[src/rtl/pipe_ctrl_if.sv]
// Pipeline-controller bus: hazard inputs from ID/EX/MEM and the stall/valid
// controls driven back into the pipeline registers.
interface pipe_ctrl_if #(
  parameter int unsigned CNT_W = 32
);
  logic             if_valid;
  logic [4:0]       id_rs1;
  logic [4:0]       id_rs2;
  logic             id_uses_rs1;
  logic             id_uses_rs2;
  logic [4:0]       ex_rd;
  logic             ex_is_load;
  logic             ex_redirect;
  logic             mem_req;
  logic             mem_resp;
  logic             stall_if;
  logic             stall_id;
  logic             stall_ex;
  logic             stall_mem;
  logic             stall_wb;
  logic             v_id;
  logic             v_ex;
  logic             v_mem;
  logic             v_wb;
  logic             dmem_start;
  logic             mem_err;
  logic [CNT_W-1:0] stall_cnt;

  // Pipeline / memory side
  modport master (
    output if_valid, id_rs1, id_rs2, id_uses_rs1, id_uses_rs2,
           ex_rd, ex_is_load, ex_redirect, mem_req, mem_resp,
    input  stall_if, stall_id, stall_ex, stall_mem, stall_wb,
           v_id, v_ex, v_mem, v_wb, dmem_start, mem_err, stall_cnt
  );

  // Controller side
  modport slave (
    input  if_valid, id_rs1, id_rs2, id_uses_rs1, id_uses_rs2,
           ex_rd, ex_is_load, ex_redirect, mem_req, mem_resp,
    output stall_if, stall_id, stall_ex, stall_mem, stall_wb,
           v_id, v_ex, v_mem, v_wb, dmem_start, mem_err, stall_cnt
  );
endinterface

[src/rtl/pipe_ctrl.sv]
// Hazard and sequencing controller for the 5-stage pipeline: stage valids,
// stall generation, load-use detection, redirect squash and the dmem handshake.
module pipe_ctrl #(
  parameter int unsigned CNT_W       = 32,
  parameter int unsigned MEM_TIMEOUT = 1024
) (
  input  logic           clk,
  input  logic           reset,
  pipe_ctrl_if.slave     bus
);

  localparam int unsigned TMO_W = $clog2(MEM_TIMEOUT + 1);

  typedef enum logic {
    M_IDLE = 1'b0,
    M_WAIT = 1'b1
  } mem_state_t;

  mem_state_t       mem_state;
  logic [TMO_W-1:0] tmo_cnt;
  logic             mem_err_q;
  logic [CNT_W-1:0] stall_cnt_q;
  logic             v_id_q;
  logic             v_ex_q;
  logic             v_mem_q;
  logic             v_wb_q;

  logic             rs1_hit;
  logic             rs2_hit;
  logic             mem_hold;
  logic             load_use;
  logic             redirect;
  logic             dmem_start;
  logic             stall_if;
  logic             stall_id;
  logic             stall_ex;
  logic             stall_mem;

  // Hazard terms; gated by reset so nothing leaks while the valids clear
  always_comb begin
    rs1_hit    = bus.id_uses_rs1 && (bus.id_rs1 == bus.ex_rd);
    rs2_hit    = bus.id_uses_rs2 && (bus.id_rs2 == bus.ex_rd);
    mem_hold   = !reset && v_mem_q && bus.mem_req
                 && !((mem_state == M_WAIT) && bus.mem_resp);
    load_use   = !reset && v_ex_q && bus.ex_is_load && (bus.ex_rd != 5'd0)
                 && v_id_q && (rs1_hit || rs2_hit);
    redirect   = !reset && v_ex_q && bus.ex_redirect && !mem_hold;
    dmem_start = !reset && (mem_state == M_IDLE) && v_mem_q && bus.mem_req;
  end

  // Stall fan-out in priority order: memory hold, redirect, load-use
  always_comb begin
    stall_if  = 1'b0;
    stall_id  = 1'b0;
    stall_ex  = 1'b0;
    stall_mem = 1'b0;
    if (mem_hold) begin
      stall_if  = 1'b1;
      stall_id  = 1'b1;
      stall_ex  = 1'b1;
      stall_mem = 1'b1;
    end else if (!redirect && load_use) begin
      stall_if  = 1'b1;
      stall_id  = 1'b1;
    end
  end

  // Stage valid bits
  always_ff @(posedge clk or posedge reset) begin
    if (reset) begin
      v_id_q  <= 1'b0;
      v_ex_q  <= 1'b0;
      v_mem_q <= 1'b0;
      v_wb_q  <= 1'b0;
    end else if (mem_hold) begin
      v_wb_q  <= 1'b0;
    end else if (redirect) begin
      v_id_q  <= 1'b0;
      v_ex_q  <= 1'b0;
      v_mem_q <= 1'b1;
      v_wb_q  <= v_mem_q;
    end else if (load_use) begin
      v_ex_q  <= 1'b0;
      v_mem_q <= v_ex_q;
      v_wb_q  <= v_mem_q;
    end else begin
      v_id_q  <= bus.if_valid;
      v_ex_q  <= v_id_q;
      v_mem_q <= v_ex_q;
      v_wb_q  <= v_mem_q;
    end
  end

  // Data-memory handshake FSM with sticky timeout; the wait continues past timeout
  always_ff @(posedge clk or posedge reset) begin
    if (reset) begin
      mem_state <= M_IDLE;
      tmo_cnt   <= '0;
      mem_err_q <= 1'b0;
    end else begin
      case (mem_state)
        M_IDLE: begin
          if (dmem_start) begin
            mem_state <= M_WAIT;
            tmo_cnt   <= '0;
          end
        end
        M_WAIT: begin
          if (tmo_cnt != TMO_W'(MEM_TIMEOUT)) begin
            tmo_cnt <= tmo_cnt + TMO_W'(1);
          end
          if (tmo_cnt == TMO_W'(MEM_TIMEOUT - 1)) begin
            mem_err_q <= 1'b1;
          end
          if (bus.mem_resp) begin
            mem_state <= M_IDLE;
          end
        end
        default: mem_state <= M_IDLE;
      endcase
    end
  end

  // Saturating stall-cycle counter
  always_ff @(posedge clk or posedge reset) begin
    if (reset) begin
      stall_cnt_q <= '0;
    end else if ((mem_hold || load_use) && (stall_cnt_q != '1)) begin
      stall_cnt_q <= stall_cnt_q + CNT_W'(1);
    end
  end

  assign bus.stall_if   = stall_if;
  assign bus.stall_id   = stall_id;
  assign bus.stall_ex   = stall_ex;
  assign bus.stall_mem  = stall_mem;
  assign bus.stall_wb   = 1'b0;
  assign bus.v_id       = v_id_q;
  assign bus.v_ex       = v_ex_q;
  assign bus.v_mem      = v_mem_q;
  assign bus.v_wb       = v_wb_q;
  assign bus.dmem_start = dmem_start;
  assign bus.mem_err    = mem_err_q;
  assign bus.stall_cnt  = stall_cnt_q;

endmodule

[src/flat_wrapper.sv]
// flat-port wrapper written by rule: the top's interface ports become plain ports
module pipe_ctrl_flat 
#(
  parameter int unsigned CNT_W       = 32,
  parameter int unsigned MEM_TIMEOUT = 1024
)
  (clk, reset, bus_if_valid, bus_id_rs1, bus_id_rs2, bus_id_uses_rs1, bus_id_uses_rs2, bus_ex_rd, bus_ex_is_load, bus_ex_redirect, bus_mem_req, bus_mem_resp, bus_stall_if, bus_stall_id, bus_stall_ex, bus_stall_mem, bus_stall_wb, bus_v_id, bus_v_ex, bus_v_mem, bus_v_wb, bus_dmem_start, bus_mem_err, bus_stall_cnt);
  pipe_ctrl_if #(.CNT_W(CNT_W)) bus_i ();
  input  logic clk;
  input  logic reset;
  input wire logic [$bits(bus_i.if_valid)-1:0] bus_if_valid;
  input wire logic [$bits(bus_i.id_rs1)-1:0] bus_id_rs1;
  input wire logic [$bits(bus_i.id_rs2)-1:0] bus_id_rs2;
  input wire logic [$bits(bus_i.id_uses_rs1)-1:0] bus_id_uses_rs1;
  input wire logic [$bits(bus_i.id_uses_rs2)-1:0] bus_id_uses_rs2;
  input wire logic [$bits(bus_i.ex_rd)-1:0] bus_ex_rd;
  input wire logic [$bits(bus_i.ex_is_load)-1:0] bus_ex_is_load;
  input wire logic [$bits(bus_i.ex_redirect)-1:0] bus_ex_redirect;
  input wire logic [$bits(bus_i.mem_req)-1:0] bus_mem_req;
  input wire logic [$bits(bus_i.mem_resp)-1:0] bus_mem_resp;
  output wire logic [$bits(bus_i.stall_if)-1:0] bus_stall_if;
  output wire logic [$bits(bus_i.stall_id)-1:0] bus_stall_id;
  output wire logic [$bits(bus_i.stall_ex)-1:0] bus_stall_ex;
  output wire logic [$bits(bus_i.stall_mem)-1:0] bus_stall_mem;
  output wire logic [$bits(bus_i.stall_wb)-1:0] bus_stall_wb;
  output wire logic [$bits(bus_i.v_id)-1:0] bus_v_id;
  output wire logic [$bits(bus_i.v_ex)-1:0] bus_v_ex;
  output wire logic [$bits(bus_i.v_mem)-1:0] bus_v_mem;
  output wire logic [$bits(bus_i.v_wb)-1:0] bus_v_wb;
  output wire logic [$bits(bus_i.dmem_start)-1:0] bus_dmem_start;
  output wire logic [$bits(bus_i.mem_err)-1:0] bus_mem_err;
  output wire logic [$bits(bus_i.stall_cnt)-1:0] bus_stall_cnt;
  assign bus_i.if_valid = bus_if_valid;
  assign bus_i.id_rs1 = bus_id_rs1;
  assign bus_i.id_rs2 = bus_id_rs2;
  assign bus_i.id_uses_rs1 = bus_id_uses_rs1;
  assign bus_i.id_uses_rs2 = bus_id_uses_rs2;
  assign bus_i.ex_rd = bus_ex_rd;
  assign bus_i.ex_is_load = bus_ex_is_load;
  assign bus_i.ex_redirect = bus_ex_redirect;
  assign bus_i.mem_req = bus_mem_req;
  assign bus_i.mem_resp = bus_mem_resp;
  assign bus_stall_if = bus_i.stall_if;
  assign bus_stall_id = bus_i.stall_id;
  assign bus_stall_ex = bus_i.stall_ex;
  assign bus_stall_mem = bus_i.stall_mem;
  assign bus_stall_wb = bus_i.stall_wb;
  assign bus_v_id = bus_i.v_id;
  assign bus_v_ex = bus_i.v_ex;
  assign bus_v_mem = bus_i.v_mem;
  assign bus_v_wb = bus_i.v_wb;
  assign bus_dmem_start = bus_i.dmem_start;
  assign bus_mem_err = bus_i.mem_err;
  assign bus_stall_cnt = bus_i.stall_cnt;
  pipe_ctrl #(.CNT_W(CNT_W), .MEM_TIMEOUT(MEM_TIMEOUT)) u_core (.clk(clk), .reset(reset), .bus(bus_i));
endmodule
[config.mk]
export PLATFORM = sky130hd
export DESIGN_NAME = pipe_ctrl_flat
export DESIGN_NICKNAME = d
export VERILOG_FILES = /design/src/rtl/pipe_ctrl_if.sv /design/src/rtl/pipe_ctrl.sv /design/src/flat_wrapper.sv
export SDC_FILE = /design/constraint.sdc
export NUM_CORES = 1
export LEC_CHECK = 0
export CORE_UTILIZATION = 48
export CTS_BUF_LIST = sky130_fd_sc_hd__clkbuf_4 sky130_fd_sc_hd__clkbuf_8 sky130_fd_sc_hd__clkbuf_16
export DETAILED_ROUTE_END_ITERATION = 10
export GPL_TIMING_DRIVEN = 0
export HOLD_SLACK_MARGIN = 0.15
export PLACE_DENSITY = 0.86
export RECOVER_POWER = 25
export SYNTH_ARGS = -nofsm -noshare
export SYNTH_HDL_FRONTEND = slang
export SYNTH_SLANG_ARGS = --single-unit
[constraint.sdc]
create_clock -name clk -period 4.4 [get_ports clk]
set_input_delay 1.1 -clock clk [delete_from_list [all_inputs] [get_ports clk]]
set_output_delay 1.1 -clock clk [all_outputs]
set_load 0.03 [all_outputs]
==> run metrics <==
status=completed; via/cell ratio=5.44; port bufs=65; Antenna Violating Nets Remaining=0; hold path startpoint=u_core.bus.mem_err; pre-CTS WS=-0.112 ns; Setup WS post-layout=0.166 ns; routed via count=2246; CTS H-tree lvls=2; Final HPWL DP=4460 um; initial antenna violation count=0; Total Wirelength=6040 um; number of global-route vias before repair=2198; Routability Congestion=0.807; fin crit share=96.2%; die footprint=5820 sq um; Pre-antenna DRT Iters=5; Die Ht=76.3 um; #FFs+latches synth=49; post-placement cell count=405; cts bufs inserted=5; syn_area_per_cell=9.84 sq um; Yosys cell types=46; CORE AREA=5200 sq um; total negative slack=0 ns; RSZ-0062 raised after global routing=no; Leak=1.60 nW; Hold Path Sink=u_core.bus.mem_err; # diodes=0; post-layout util=67.7%; die width=76.3 um; Layout Area Growth over Synthesis=33.0%; most frequent cells in the layout=clkdlybuf4s50_1 (63), dfrtp_1 (49), xor2_1 (31); DR iter-0 viols=135; CTS Root Buffer Type=clkbuf_8; skew final=0.00999 ns; Max Buffers Root-to-Sink=2; Synth area leader=dfrtp_1; Ys Warns=0; Worst Tran Pin Value=1.33 ns; critical path fanouts, max=26; WP data arrival=3.13 ns; slew margin rel.=11.2%; placed cell areas=3410 sq um; hold depth=1; total grt overflow=0; DRC errors left=0; CTS Hold Bufs=0; setup violators final=0; Initial Utilization=50.9%; clock sink count=49; worst hold slack=0.476 ns; design area=3520 sq um; CTS tree=built; Worst VDD drop=0.000290 V; Nets=369; Worst EP required=3.30 ns; Syn Std Cell Area=2650 sq um; total power=1.22 mW; Mapped Cells=269; GR Util All Layers=22.4%; largest cells by area after synthesis=dfrtp_1 (46%), xor2_1 (10%), xnor2_1 (4.0%); syn nets=296; Seq/Total Area, Yosys=46.3%; MaxCap Viol Count=0; critical path capture point type=primary output; clk slew on worst S/H paths=0.09 ns; worst r2r src=u_core.bus.stall_cnt[20]; kind of critical path=in2out; pwr/cell area=345 nW/um^2; Post-CTS Setup Bufs=0; worst-skew pair later-pin latency=0.31 ns; first-pass GRT wire length=10500 um; largest net degree at the start of global routing=27; Worst setup SP type=input port; drt wl/cell=14.6 um; FFs w/ async S/R, synth=100%; ys flop type=dfrtp_1; flop2flop setup slack=2.14 ns; Final Max Tran Viols=0; fin cells=413; layout cells sized above 1=8.16%; worst-case reg-to-reg path depth=8; Hold Violations, Final=0; Tmin final=4.23 ns; Critical R2R Capture=u_core.bus.stall_cnt[3]; top cell type's share of synthesized area=46.3%; Post-synth EDFFs=0; worst min-delay path class=reg2reg; FP Rows=26; Fmax achieved=236 MHz; most common cell after layout, fill and taps aside=clkdlybuf4s50_1; IO Count=67
layout make-up:
class                           count  area [sq um]
Fill cell                         424          1680
Buffer                             11          68.8
Clock buffer                        6          82.6
Sequential cell                    49          1230
Tap cell                           70          87.6
Clock inverter                      2          37.5
Timing Repair Buffer               66           659
Multi-Input combinational cell    200          1320
Inverter                            9          38.8
timing repair:
item,in CTS,in global routing
setup endpoints to repair,3,4
pin swaps,0,0
resized for setup,1,4
critical path, stage by stage:
cell	delay (ns)
clkdlybuf4s50_1	0.48
inv_6	0.22
nand3_1	0.15
a21o_1	0.23
inv_1	0.15
buf_4	0.13
clkdlybuf4s50_1	0.66
cell families after synthesis:
kind of cell,after synthesis,synth area share [%]
other,1,0.142
AOI/OAI and AO/OA,27,6.57
and+or+nand+nor,124,26.6
xor gates and xnor gates,43,14.2
buffers and inverters,20,3.87
adders and majority gates,3,1.42
muxes,2,0.851
DFF,49,46.3
routing by layer:
layer  vias to the layer above  global-route usage, %  wire [um]
li1                       1098                      -          -
met1                      1075                   29.4       2650
met2                        62                   37.2       3000
met3                        11                   3.95        278
met4                         0                   7.50        110
met5                         -                      0          0
how the worst max path moves through the flow:
stage               startpoint             end  slack (ns)  cells past startpoint
finish                   reset   bus_stall_mem        0.17                      7
global route             reset   bus_stall_mem        0.04                      7
CTS                      reset  bus_dmem_start        0.06                      5
detailed placement       reset  bus_dmem_start       -0.11                      5
global placement         reset  bus_dmem_start       -1.21                      5
floorplan                reset    bus_stall_if        0.03                      5
state kept, by name, summed over array words and instances, names as in the netlist:
register	count
u_core.bus.v_mem	1
u_core.mem_state	1
u_core.bus.mem_err	1
u_core.bus.v_id	1
u_core.bus.stall_cnt	32
u_core.bus.v_ex	1
u_core.bus.v_wb	1
u_core.tmo_cnt	11
report_power, final:
part | total (mW) | switching [mW] | internal [mW]
clock network | 0.335 | 0.150 | 0.185
logic | 0.331 | 0.191 | 0.140
registers | 0.550 | 0.0534 | 0.496
Yosys cell counts (2+ instances only):
cell	n
a21o_1	3
a21oi_1	2
a41o_1	2
and2_1	2
and3_1	4
buf_4	5
clkbuf_1	4
dfrtp_1	49
ha_1	3
inv_1	9
nand2_1	25
nand3_1	14
nand4_1	16
nor2_1	14
nor2b_1	2
nor3_1	20
nor3_2	2
nor4_1	7
nor4_2	2
o211ai_1	2
o21ai_0	12
o31ai_1	2
or3_1	3
or4_1	2
xnor2_1	12
xor2_1	31
(Power assumes the default switching activity.)
